[src/rtl/sys_cmd_master.sv]
// sys_cmd_master
// Host-side command initiator for the UART register-file / ALU command
// protocol. A parallel command request is turned into the byte stream the
// system controller expects. Each byte goes to a UART TX over a valid/ready
// handshake. Response bytes from a UART RX are then gathered into a result,
// and a per-byte timeout aborts the wait if no byte arrives.
//
// Ports
//   CLK, RST        clock (rising edge), asynchronous active-low reset
//   cmd_valid/ready command handshake; fields captured on acceptance
//   cmd_type        00 write, 01 read, 10 ALU with operands, 11 ALU no operands
//   cmd_addr        register address (zero-extended into a byte)
//   cmd_wdata       write data
//   cmd_op_a/op_b   ALU operands
//   cmd_func        ALU function (zero-extended into a byte)
//   tx_data/valid   byte to the UART TX, tx_ready accepts it
//   rx_data/valid   received byte, rx_valid is a single-cycle pulse
//   rsp_data        assembled response (low byte first), held until the next success
//   rsp_valid       one-cycle pulse on a successful read / ALU response
//   rsp_timeout     one-cycle pulse when the response times out
//   cmd_done        one-cycle pulse when the command finishes
module sys_cmd_master #(
   parameter int FRAME_WIDTH         = 8,
   parameter int ALU_DATA_WIDTH      = 16,
   parameter int ALU_FUNC_WIDTH      = 4,
   parameter int REG_FILE_ADDR_WIDTH = 4,
   parameter int TIMEOUT_CYCLES      = 65535
) (
   input  logic                           CLK,
   input  logic                           RST,
   input  logic                           cmd_valid,
   output logic                           cmd_ready,
   input  logic [1:0]                     cmd_type,
   input  logic [REG_FILE_ADDR_WIDTH-1:0] cmd_addr,
   input  logic [FRAME_WIDTH-1:0]         cmd_wdata,
   input  logic [FRAME_WIDTH-1:0]         cmd_op_a,
   input  logic [FRAME_WIDTH-1:0]         cmd_op_b,
   input  logic [ALU_FUNC_WIDTH-1:0]      cmd_func,
   output logic [FRAME_WIDTH-1:0]         tx_data,
   output logic                           tx_valid,
   input  logic                           tx_ready,
   input  logic [FRAME_WIDTH-1:0]         rx_data,
   input  logic                           rx_valid,
   output logic [ALU_DATA_WIDTH-1:0]      rsp_data,
   output logic                           rsp_valid,
   output logic                           rsp_timeout,
   output logic                           cmd_done
);

   typedef enum logic [1:0] {ST_IDLE, ST_SEND, ST_WAIT_RSP, ST_DONE} state_t;

   localparam logic [1:0] TYPE_WR     = 2'b00;
   localparam logic [1:0] TYPE_RD     = 2'b01;
   localparam logic [1:0] TYPE_ALU    = 2'b10;
   localparam logic [1:0] TYPE_ALU_NO = 2'b11;

   localparam logic [FRAME_WIDTH-1:0] HDR_WR     = FRAME_WIDTH'(8'hAA);
   localparam logic [FRAME_WIDTH-1:0] HDR_RD     = FRAME_WIDTH'(8'hBB);
   localparam logic [FRAME_WIDTH-1:0] HDR_ALU    = FRAME_WIDTH'(8'hCC);
   localparam logic [FRAME_WIDTH-1:0] HDR_ALU_NO = FRAME_WIDTH'(8'hDD);

   localparam int CNT_W = $clog2(TIMEOUT_CYCLES + 1);
   // The counter holds k-1 in the k-th waiting cycle, so leaving at
   // TIMEOUT_CYCLES-1 puts DONE exactly TIMEOUT_CYCLES edges after the
   // last byte handshake.
   localparam logic [CNT_W-1:0] CNT_LIMIT = CNT_W'(TIMEOUT_CYCLES - 1);

   state_t                         state_reg, state_next;
   logic [1:0]                     idx_reg, idx_next;
   logic [1:0]                     type_reg, type_next;
   logic [REG_FILE_ADDR_WIDTH-1:0] addr_reg, addr_next;
   logic [FRAME_WIDTH-1:0]         wdata_reg, wdata_next;
   logic [FRAME_WIDTH-1:0]         op_a_reg, op_a_next;
   logic [FRAME_WIDTH-1:0]         op_b_reg, op_b_next;
   logic [ALU_FUNC_WIDTH-1:0]      func_reg, func_next;
   logic [CNT_W-1:0]               cnt_reg, cnt_next;
   logic                           rx_cnt_reg, rx_cnt_next;
   logic [FRAME_WIDTH-1:0]         byte0_reg, byte0_next;
   logic [ALU_DATA_WIDTH-1:0]      rsp_data_reg, rsp_data_next;
   logic                           timeout_reg, timeout_next;

   logic [FRAME_WIDTH-1:0]         seq_byte;
   logic [1:0]                     last_idx;

   // Current byte of the outgoing sequence and the index of its last byte.
   always_comb begin
      seq_byte = '0;
      last_idx = 2'd1;
      case (type_reg)
         TYPE_WR: begin
            last_idx = 2'd2;
            case (idx_reg)
               2'd0:    seq_byte = HDR_WR;
               2'd1:    seq_byte = FRAME_WIDTH'(addr_reg);
               default: seq_byte = wdata_reg;
            endcase
         end
         TYPE_RD: begin
            seq_byte = (idx_reg == 2'd0) ? HDR_RD : FRAME_WIDTH'(addr_reg);
         end
         TYPE_ALU: begin
            last_idx = 2'd3;
            case (idx_reg)
               2'd0:    seq_byte = HDR_ALU;
               2'd1:    seq_byte = op_a_reg;
               2'd2:    seq_byte = op_b_reg;
               default: seq_byte = FRAME_WIDTH'(func_reg);
            endcase
         end
         default: begin
            seq_byte = (idx_reg == 2'd0) ? HDR_ALU_NO : FRAME_WIDTH'(func_reg);
         end
      endcase
   end

   always_comb begin
      state_next    = state_reg;
      idx_next      = idx_reg;
      type_next     = type_reg;
      addr_next     = addr_reg;
      wdata_next    = wdata_reg;
      op_a_next     = op_a_reg;
      op_b_next     = op_b_reg;
      func_next     = func_reg;
      cnt_next      = cnt_reg;
      rx_cnt_next   = rx_cnt_reg;
      byte0_next    = byte0_reg;
      rsp_data_next = rsp_data_reg;
      timeout_next  = timeout_reg;
      case (state_reg)
         ST_IDLE: begin
            if (cmd_valid) begin
               type_next  = cmd_type;
               addr_next  = cmd_addr;
               wdata_next = cmd_wdata;
               op_a_next  = cmd_op_a;
               op_b_next  = cmd_op_b;
               func_next  = cmd_func;
               idx_next   = 2'd0;
               state_next = ST_SEND;
            end
         end
         ST_SEND: begin
            if (tx_ready) begin
               timeout_next = 1'b0;
               if (idx_reg != last_idx) begin
                  idx_next = idx_reg + 2'd1;
               end else if (type_reg == TYPE_WR) begin
                  state_next = ST_DONE;
               end else begin
                  cnt_next    = '0;
                  rx_cnt_next = 1'b0;
                  state_next  = ST_WAIT_RSP;
               end
            end
         end
         ST_WAIT_RSP: begin
            // A byte arriving on the limit cycle still counts.
            if (rx_valid) begin
               cnt_next    = '0;
               rx_cnt_next = 1'b1;
               if (type_reg == TYPE_RD) begin
                  rsp_data_next = ALU_DATA_WIDTH'(rx_data);
                  state_next    = ST_DONE;
               end else if (!rx_cnt_reg) begin
                  byte0_next = rx_data;
               end else begin
                  rsp_data_next = ALU_DATA_WIDTH'({rx_data, byte0_reg});
                  state_next    = ST_DONE;
               end
            end else if (cnt_reg == CNT_LIMIT) begin
               timeout_next = 1'b1;
               state_next   = ST_DONE;
            end else begin
               cnt_next = cnt_reg + CNT_W'(1);
            end
         end
         default: begin
            state_next = ST_IDLE;
         end
      endcase
   end

   always_ff @(posedge CLK or negedge RST) begin
      if (!RST) begin
         state_reg    <= ST_IDLE;
         idx_reg      <= '0;
         type_reg     <= '0;
         addr_reg     <= '0;
         wdata_reg    <= '0;
         op_a_reg     <= '0;
         op_b_reg     <= '0;
         func_reg     <= '0;
         cnt_reg      <= '0;
         rx_cnt_reg   <= 1'b0;
         byte0_reg    <= '0;
         rsp_data_reg <= '0;
         timeout_reg  <= 1'b0;
      end else begin
         state_reg    <= state_next;
         idx_reg      <= idx_next;
         type_reg     <= type_next;
         addr_reg     <= addr_next;
         wdata_reg    <= wdata_next;
         op_a_reg     <= op_a_next;
         op_b_reg     <= op_b_next;
         func_reg     <= func_next;
         cnt_reg      <= cnt_next;
         rx_cnt_reg   <= rx_cnt_next;
         byte0_reg    <= byte0_next;
         rsp_data_reg <= rsp_data_next;
         timeout_reg  <= timeout_next;
      end
   end

   assign cmd_ready   = (state_reg == ST_IDLE);
   assign tx_valid    = (state_reg == ST_SEND);
   assign tx_data     = (state_reg == ST_SEND) ? seq_byte : '0;
   assign cmd_done    = (state_reg == ST_DONE);
   assign rsp_valid   = (state_reg == ST_DONE) && !timeout_reg && (type_reg != TYPE_WR);
   assign rsp_timeout = (state_reg == ST_DONE) && timeout_reg;
   assign rsp_data    = rsp_data_reg;

endmodule

[config.mk]
export PLATFORM = sky130hd
export DESIGN_NAME = sys_cmd_master
export DESIGN_NICKNAME = d
export VERILOG_FILES = /design/src/rtl/sys_cmd_master.sv
export SDC_FILE = /design/constraint.sdc
export NUM_CORES = 1
export LEC_CHECK = 0
export CORE_MARGIN = 2
export CORE_UTILIZATION = 40
export CTS_BUF_LIST = sky130_fd_sc_hd__clkbuf_2
export DETAILED_ROUTE_END_ITERATION = 12
export GPL_TIMING_DRIVEN = 0
export PLACE_DENSITY = 0.62
export SYNTH_ARGS = -nofsm -noshare
export SYNTH_HDL_FRONTEND = slang
export SYNTH_SLANG_ARGS = --single-unit
[constraint.sdc]
create_clock -name CLK -period 4 [get_ports CLK]
set_input_delay 0.8 -clock CLK [delete_from_list [all_inputs] [get_ports CLK]]
set_output_delay 0.8 -clock CLK [all_outputs]
set_load 0.005 [all_outputs]
==> flow_metrics.py, run 1 <==
metrics = {
    "placed_design": {
        "globalplace.congestion": 0.842,
        "dpl_cell_area_sq_um": 5080,
        "dp_hpwl_microns": 7430,
        "dpl.cell_count": 606,
        "io_buffers": 75,
    },
    "clock_tree": {
        "clock_sinks": 80,
        "htree_levels": 3,
        "numCtsBuffers": 9,
        "cts_root_buf": "clkbuf_2",
        "clock_path_buffers": 2,
        "cts-resized-gates": 0,
        "post-cts-setup-buffers": 0,
        "cts_tree": "done",
        "ctsHoldBuffers": 0,
        "clock_latency_ns": 0.54,
        "clk_pin_slew_worst_paths_ns": 0.23,
    },
    "synthesis": {
        "async_reset_ff_share_pct": 100,
        "synthTopCellsByCount": "dfrtp_1, mux2_2, nand2_1",
        "synth_xor_xnor_area_share_pct": 0.212,
        "synth-edff-count": 0,
        "yosys-top-cells-area": "dfrtp_1, mux2_2, o21ai_0",
        "synth.distinct_cells": 53,
        "ys_ff_latch": 80,
        "synthCells": 394,
        "synth_top_area_cell": "dfrtp_1",
        "synth_top_area_share_pct": 48.5,
        "synth_mux_area_share_pct": 14.7,
        "synthesis.area_sq_um": 4130,
        "synth_area_per_cell_sq_um": 10.5,
        "synthSimpleGateAreaFrac_pct": 13.3,
        "ys_warn_count": 0,
        "synth_top_family_by_area": "compound AO/OA/AOI/OAI gates",
        "synth_fa_ha_area_share_pct": 3.03,
        "synth.most_common_cell": "dfrtp_1",
        "syn_nets": 451,
        "ys_seq_area_share_pct": 48.5,
        "ys.flop_type": "dfrtp_1",
        "synth_compound_area_share_pct": 17.1,
    },
    "global_route": {
        "first_global_vias": 3398,
        "grt_usage_pct": 19.1,
        "grt_pass1_wl_microns": 16900,
        "overflow": 0,
        "grt_max_degree": 48,
        "antenna_found_initial": 0,
    },
    "power_and_ir_drop": {
        "ir_drop_mv": 0.311,
        "p_leak_uw": 0.00217,
        "switching_share_pct": 39.0,
        "power_frac_comb_pct": 48.4,
        "p_int_uw": 2050,
        "p_sw_uw": 1310,
        "powerDensity_nw_per_um2": 649,
        "power_frac_seq_pct": 40.1,
        "power_frac_clock_pct": 11.5,
    },
    "timing": {
        "finalHoldViolCount": 0,
        "post-route-period-util_pct": 94.6,
        "fmaxAchievable_mhz": 264,
        "setup_viol": 0,
        "period_minus_slack_ns": 3.78,
        "tightest_slew_ns": 0.694,
        "rsz0062_at_grt": "no",
        "slew_headroom_pct": 53.4,
        "final_max_slew_viol_count": 0,
        "finClkSkew_ns": 0.0300,
    },
    "final_layout": {
        "antenna_cells": 0,
        "fillers": 947,
        "final_net_count": 538,
        "regArea_sq_um": 2000,
        "area_growth_pct": 25.3,
        "fin_area_sq_um": 5170,
        "multi_input_comb_area_sq_um": 1990,
        "drive_gt1_share_pct": 15.0,
        "final_cells": 622,
    },
    "routing": {
        "ant_nets": 0,
        "routed_wirelength_microns": 10200,
        "drt-vias-per-instance": 5.42,
        "drcViolationCount": 0,
        "vias": 3374,
        "first_pass_iters": 4,
        "drt_iter0_markers": 113,
        "wl_per_cell_microns": 16.4,
    },
    "worst_setup_path": {
        "r2r_cells": 7,
        "r2r_start": "state_reg[0]",
        "cpPeakStageDelay_ns": 0.55,
        "crit_required_ns": 3.20,
        "critPathKind": "reg -> out",
        "crit_start": "idx_reg[1]",
        "crit_path_end_kind": "output pin",
        "cp_cell_sequence": "inv_2 -> ha_1 -> clkbuf_2 -> a211oi_1 -> a221o_1 -> a31oi_1 -> clkdlybuf4s50_1",
        "slowest_stage": "clkdlybuf4s50_1",
        "critical-path-top-delay-family": "buffers and inverters",
        "rrSetupSlack_ns": 1.63,
        "startpoint_type": "flop",
        "reg2reg_to": "state_reg[1]",
        "critPathBufInv": 3,
        "arrival_ns": 2.98,
        "crit_fanout": 10,
    },
    "floorplan": {
        "rows": 37,
        "start_util_pct": 40.6,
        "die_y_microns": 106,
        "die-area_sq_um": 11200,
        "die_w_microns": 106,
        "num_io_pins": 76,
        "design.core.area_sq_um": 10200,
    },
    "status": {
        "outcome": "complete, no violations",
    },
    "flow_run": {
        "drv_cap": 0,
    },
    "hold_path": {
        "min_path_type": "in -> async",
    },
}
## metrics by stage
stage	power, uW	setup TNS [ns]	setup WS [ns]	hold WS (ns)	utilization (%)
6_report	3360	0	0.218	0.170	50.8
3_5_place_dp	3000	0	0.674	0.474	49.9
3_3_place_gp	2960	-60.27	-0.758	0.466	49.6
5_1_grt	3620	0	0.0878	0.159	50.8
4_1_cts	3390	0	0.00955	0.148	50.8
2_1_floorplan	2370	0	1.59	0.444	-
## metal layers
metal  GRT usage [%]  wire (microns)  up-vias
met3            2.84             454       11
met4            6.95             135        0
met1            25.6            4700     1631
met5               0               0        -
met2            31.6            4910      109
li1                -               -     1623
## worst max-delay path by stage
stage / slack, ns / depth (start not counted) / endpoint
2_1_floorplan: 1.59 / 6 / tx_data[3]
3_3_place_gp: -0.76 / 1 / cnt_reg[8]
3_5_place_dp: 0.67 / 9 / tx_data[0]
4_1_cts: 0.01 / 9 / tx_data[0]
5_1_grt: 0.09 / 7 / tx_data[6]
6_report: 0.22 / 7 / tx_data[3]
## logic make-up after synthesis
| family | after synthesis |
|---|---|
| muxes | 55 |
| DFF | 80 |
| xor gates and xnor gates | 1 |
| adders and majority gates | 10 |
| and+or+nand+nor | 108 |
| buffers and inverters | 35 |
| AOI/OAI and AO/OA | 105 |
## worst register-to-register path, delay by kind of cell (launching register included)
family                   cells  cell delay (ns)
AND/OR/NAND/NOR              2             0.77
flip-flops                   1             0.47
multiplexers                 1             0.37
adder cells (fa/ha/maj)      1             0.27
buffers and inverters        2             0.24
AO/OA/AOI/OAI                1             0.16
## placed cells by master (no fill, tap or decap), drive strengths merged, types with 2 or more instances in the layout
cell type	count
o211ai	3
mux2	45
a21oi	19
o22a	2
clkdlybuf4s50	74
inv	13
o21ai	38
o22ai	2
mux2i	10
o31ai	4
clkbuf	28
nor3	5
a41oi	4
nor2	17
and2	3
nand4	6
a31oi	3
clkinvlp	2
a22oi	3
a211oi	7
nor2b	6
nand3b	2
a211o	2
o41ai	3
buf	6
o311ai	2
a221o	3
nand3	9
nor4	3
nor3b	4
clkinv	4
ha	10
nand2b	4
nand2	43
and3	3
dfrtp	80
## cell type report
| class | instances | share of cell area (%) |
|---|---|---|
| buffer | 22 | 1.69 |
| clock buffer | 10 | 0.967 |
| clock inverter | 6 | 0.895 |
| inverter | 13 | 0.943 |
| multi-input combinational | 279 | 38.5 |
| sequential | 80 | 38.7 |
| tap | 136 | 3.29 |
| timing repair buffer | 76 | 15.0 |
## power by group through the flow
stage	Sequential (uW)	Clock, uW	Combinational (uW)
final	1350	386	1620
after global routing	1390	426	1800
after global placement	1360	0	1600
after CTS	1350	399	1640
after detailed placement	1370	0	1630
after floorplan	1310	0	1060
(Power assumes the default switching activity.)
==> run 2: changes to the inputs <==
--- a/config.mk
+++ b/config.mk
@@ -6,11 +6,11 @@
 export NUM_CORES = 1
 export LEC_CHECK = 0
 export CORE_MARGIN = 2
-export CORE_UTILIZATION = 40
+export CORE_UTILIZATION = 45
 export CTS_BUF_LIST = sky130_fd_sc_hd__clkbuf_2
 export DETAILED_ROUTE_END_ITERATION = 12
 export GPL_TIMING_DRIVEN = 0
-export PLACE_DENSITY = 0.62
+export PLACE_DENSITY = 0.68
 export SYNTH_ARGS = -nofsm -noshare
 export SYNTH_HDL_FRONTEND = slang
 export SYNTH_SLANG_ARGS = --single-unit
==> flow_metrics.py, run 2 (synthesized netlist as in run 1, its figures left out) <==
metrics = {
    "power_and_ir_drop": {
        "p_total_uw": 3330,
        "ir_drop_mv": 0.374,
        "p_leak_uw": 0.00217,
        "powerDensity_nw_per_um2": 650,
    },
    "clock_tree": {
        "cts_tree": "done",
        "post-cts-setup-buffers": 0,
        "clk_pin_slew_worst_paths_ns": 0.23,
        "cts_root_buf": "clkbuf_2",
        "clock_sinks": 80,
        "htree_levels": 3,
        "clock_latency_ns": 0.51,
        "clock_path_buffers": 2,
        "numCtsBuffers": 9,
    },
    "floorplan": {
        "design.core.area_sq_um": 8810,
        "start_util_pct": 46.9,
        "num_io_pins": 76,
        "die_w_microns": 99.8,
        "rows": 34,
        "die_y_microns": 99.8,
        "die-area_sq_um": 9960,
    },
    "timing": {
        "period_minus_slack_ns": 3.70,
        "tightest_slew_ns": 0.653,
        "finClkSkew_ns": 0.0307,
        "final_max_slew_viol_count": 0,
        "finalHoldViolCount": 0,
        "setup_viol": 0,
        "slew_headroom_pct": 56.1,
        "fin_ws_ns": 0.296,
        "fmaxAchievable_mhz": 270,
        "post-route-period-util_pct": 92.6,
        "rsz0062_at_grt": "no",
    },
    "final_layout": {
        "final_cell_mix": "dfrtp_1, clkdlybuf4s50_1, mux2_2",
        "antenna_cells": 0,
        "area_growth_pct": 24.2,
        "final_net_count": 538,
        "final_cells": 594,
        "final_common_cell": "dfrtp_1",
        "drive_gt1_share_pct": 14.4,
    },
    "worst_setup_path": {
        "critPathKind": "reg -> out",
        "crit_fanout": 10,
        "crit_path_end_kind": "output pin",
        "arrival_ns": 2.90,
        "cpPeakStageDelay_ns": 0.52,
        "crit_required_ns": 3.20,
        "cp_cell_sequence": "inv_1 -> ha_1 -> clkbuf_1 -> nor4_1 -> a22oi_1 -> a21oi_1 -> clkdlybuf4s50_1",
        "startpoint_type": "flop",
        "slowest_stage": "clkdlybuf4s50_1",
    },
    "routing": {
        "drt_iter0_markers": 195,
        "first_pass_iters": 4,
        "wl_per_cell_microns": 16.6,
        "drcViolationCount": 0,
        "ant_nets": 0,
        "routed_wirelength_microns": 9850,
        "drt-vias-per-instance": 5.72,
        "vias": 3395,
    },
    "flow_run": {
        "drv_cap": 0,
    },
    "placed_design": {
        "dp_hpwl_microns": 7260,
        "globalplace.congestion": 0.906,
        "dpl.cell_count": 578,
        "io_buffers": 75,
        "preCtsSetupSlack_ns": 0.759,
    },
    "global_route": {
        "grt_usage_pct": 20.5,
        "grt_pass1_wl_microns": 16300,
        "first_global_vias": 3285,
        "grt_max_degree": 50,
        "antenna_found_initial": 0,
        "overflow": 0,
    },
    "status": {
        "outcome": "complete, no violations",
    },
    "hold_path": {
        "min_path_type": "in -> async",
    },
}
-- run 2: cell count changes in the layout (fill, tap and decap cells not counted) --
| cell | delta |
|---|---|
| clkinv_1 | +3 |
| clkinv_2 | -1 |
| clkinv_4 | -1 |
| clkinvlp_4 | -1 |
-- run 2: final timing paths --
kind	startpoint	endpoint	slack, ns	cells past startpoint
worst max-delay path	idx_reg[0]	tx_data[4]	0.30	7
worst min-delay path	RST	op_a_reg[4]	0.18	1
worst max register to register	state_reg[1]	cnt_reg[14]	1.65	8
worst min register to register	cnt_reg[15]	cnt_reg[15]	0.50	1
max in group asynchronous	RST	cnt_reg[0]	3.21	2
min in group CLK	cnt_reg[15]	cnt_reg[15]	0.50	1
-- run 2: power by group --
part	total [uW]	switching, uW	internal, uW
logic	1630	796	834
registers	1340	215	1130
clock network	359	278	80.6
-- run 2: layout make-up --
type	instances	area (sq um)
buffer	22	87.6
clock buffer	10	50.0
clock inverter	6	36.3
fill	760	3680
inverter	13	48.8
multi-input combinational	279	1990
sequential	80	2000
tap	108	135
timing repair buffer	76	776
-- run 2: critical path: cells and delay by family, from the launching register on --
family / cells / cell delay, ns
simple gates: 1 / 0.42
fa+ha+maj: 1 / 0.27
compound gates: 2 / 0.34
flops: 1 / 0.51
buf+inv: 3 / 0.88
-- run 2: timing repair --
| item | 4_1_cts | 5_1_grt |
|---|---|---|
| endpoints found under the setup margin | 0 | 1 |
| gates resized for setup | 0 | 2 |
| hold buffers | 0 | 0 |
-- run 2: stage by stage --
step / instance area, sq um / hold slack (ns) / utilization (%) / setup TNS [ns]
floorplan: 4130 / 0.444 / - / 0
global placement: 5020 / 0.465 / 57.0 / -61.06
detailed placement: 5040 / 0.473 / 57.3 / 0
CTS: 5130 / 0.164 / 58.2 / 0
global route: 5130 / 0.160 / 58.3 / 0
finish: 5130 / 0.181 / 58.3 / 0
-- run 2: metal layers --
metal / track usage [%] / up-vias / share of wire (%)
met1: 28.3 / 1657 / 46
li1: - / 1617 / -
met2: 33.4 / 109 / 48
met4: 6.32 / 0 / 1.1
met5: 0 / - / 0
met3: 3.55 / 12 / 5.4
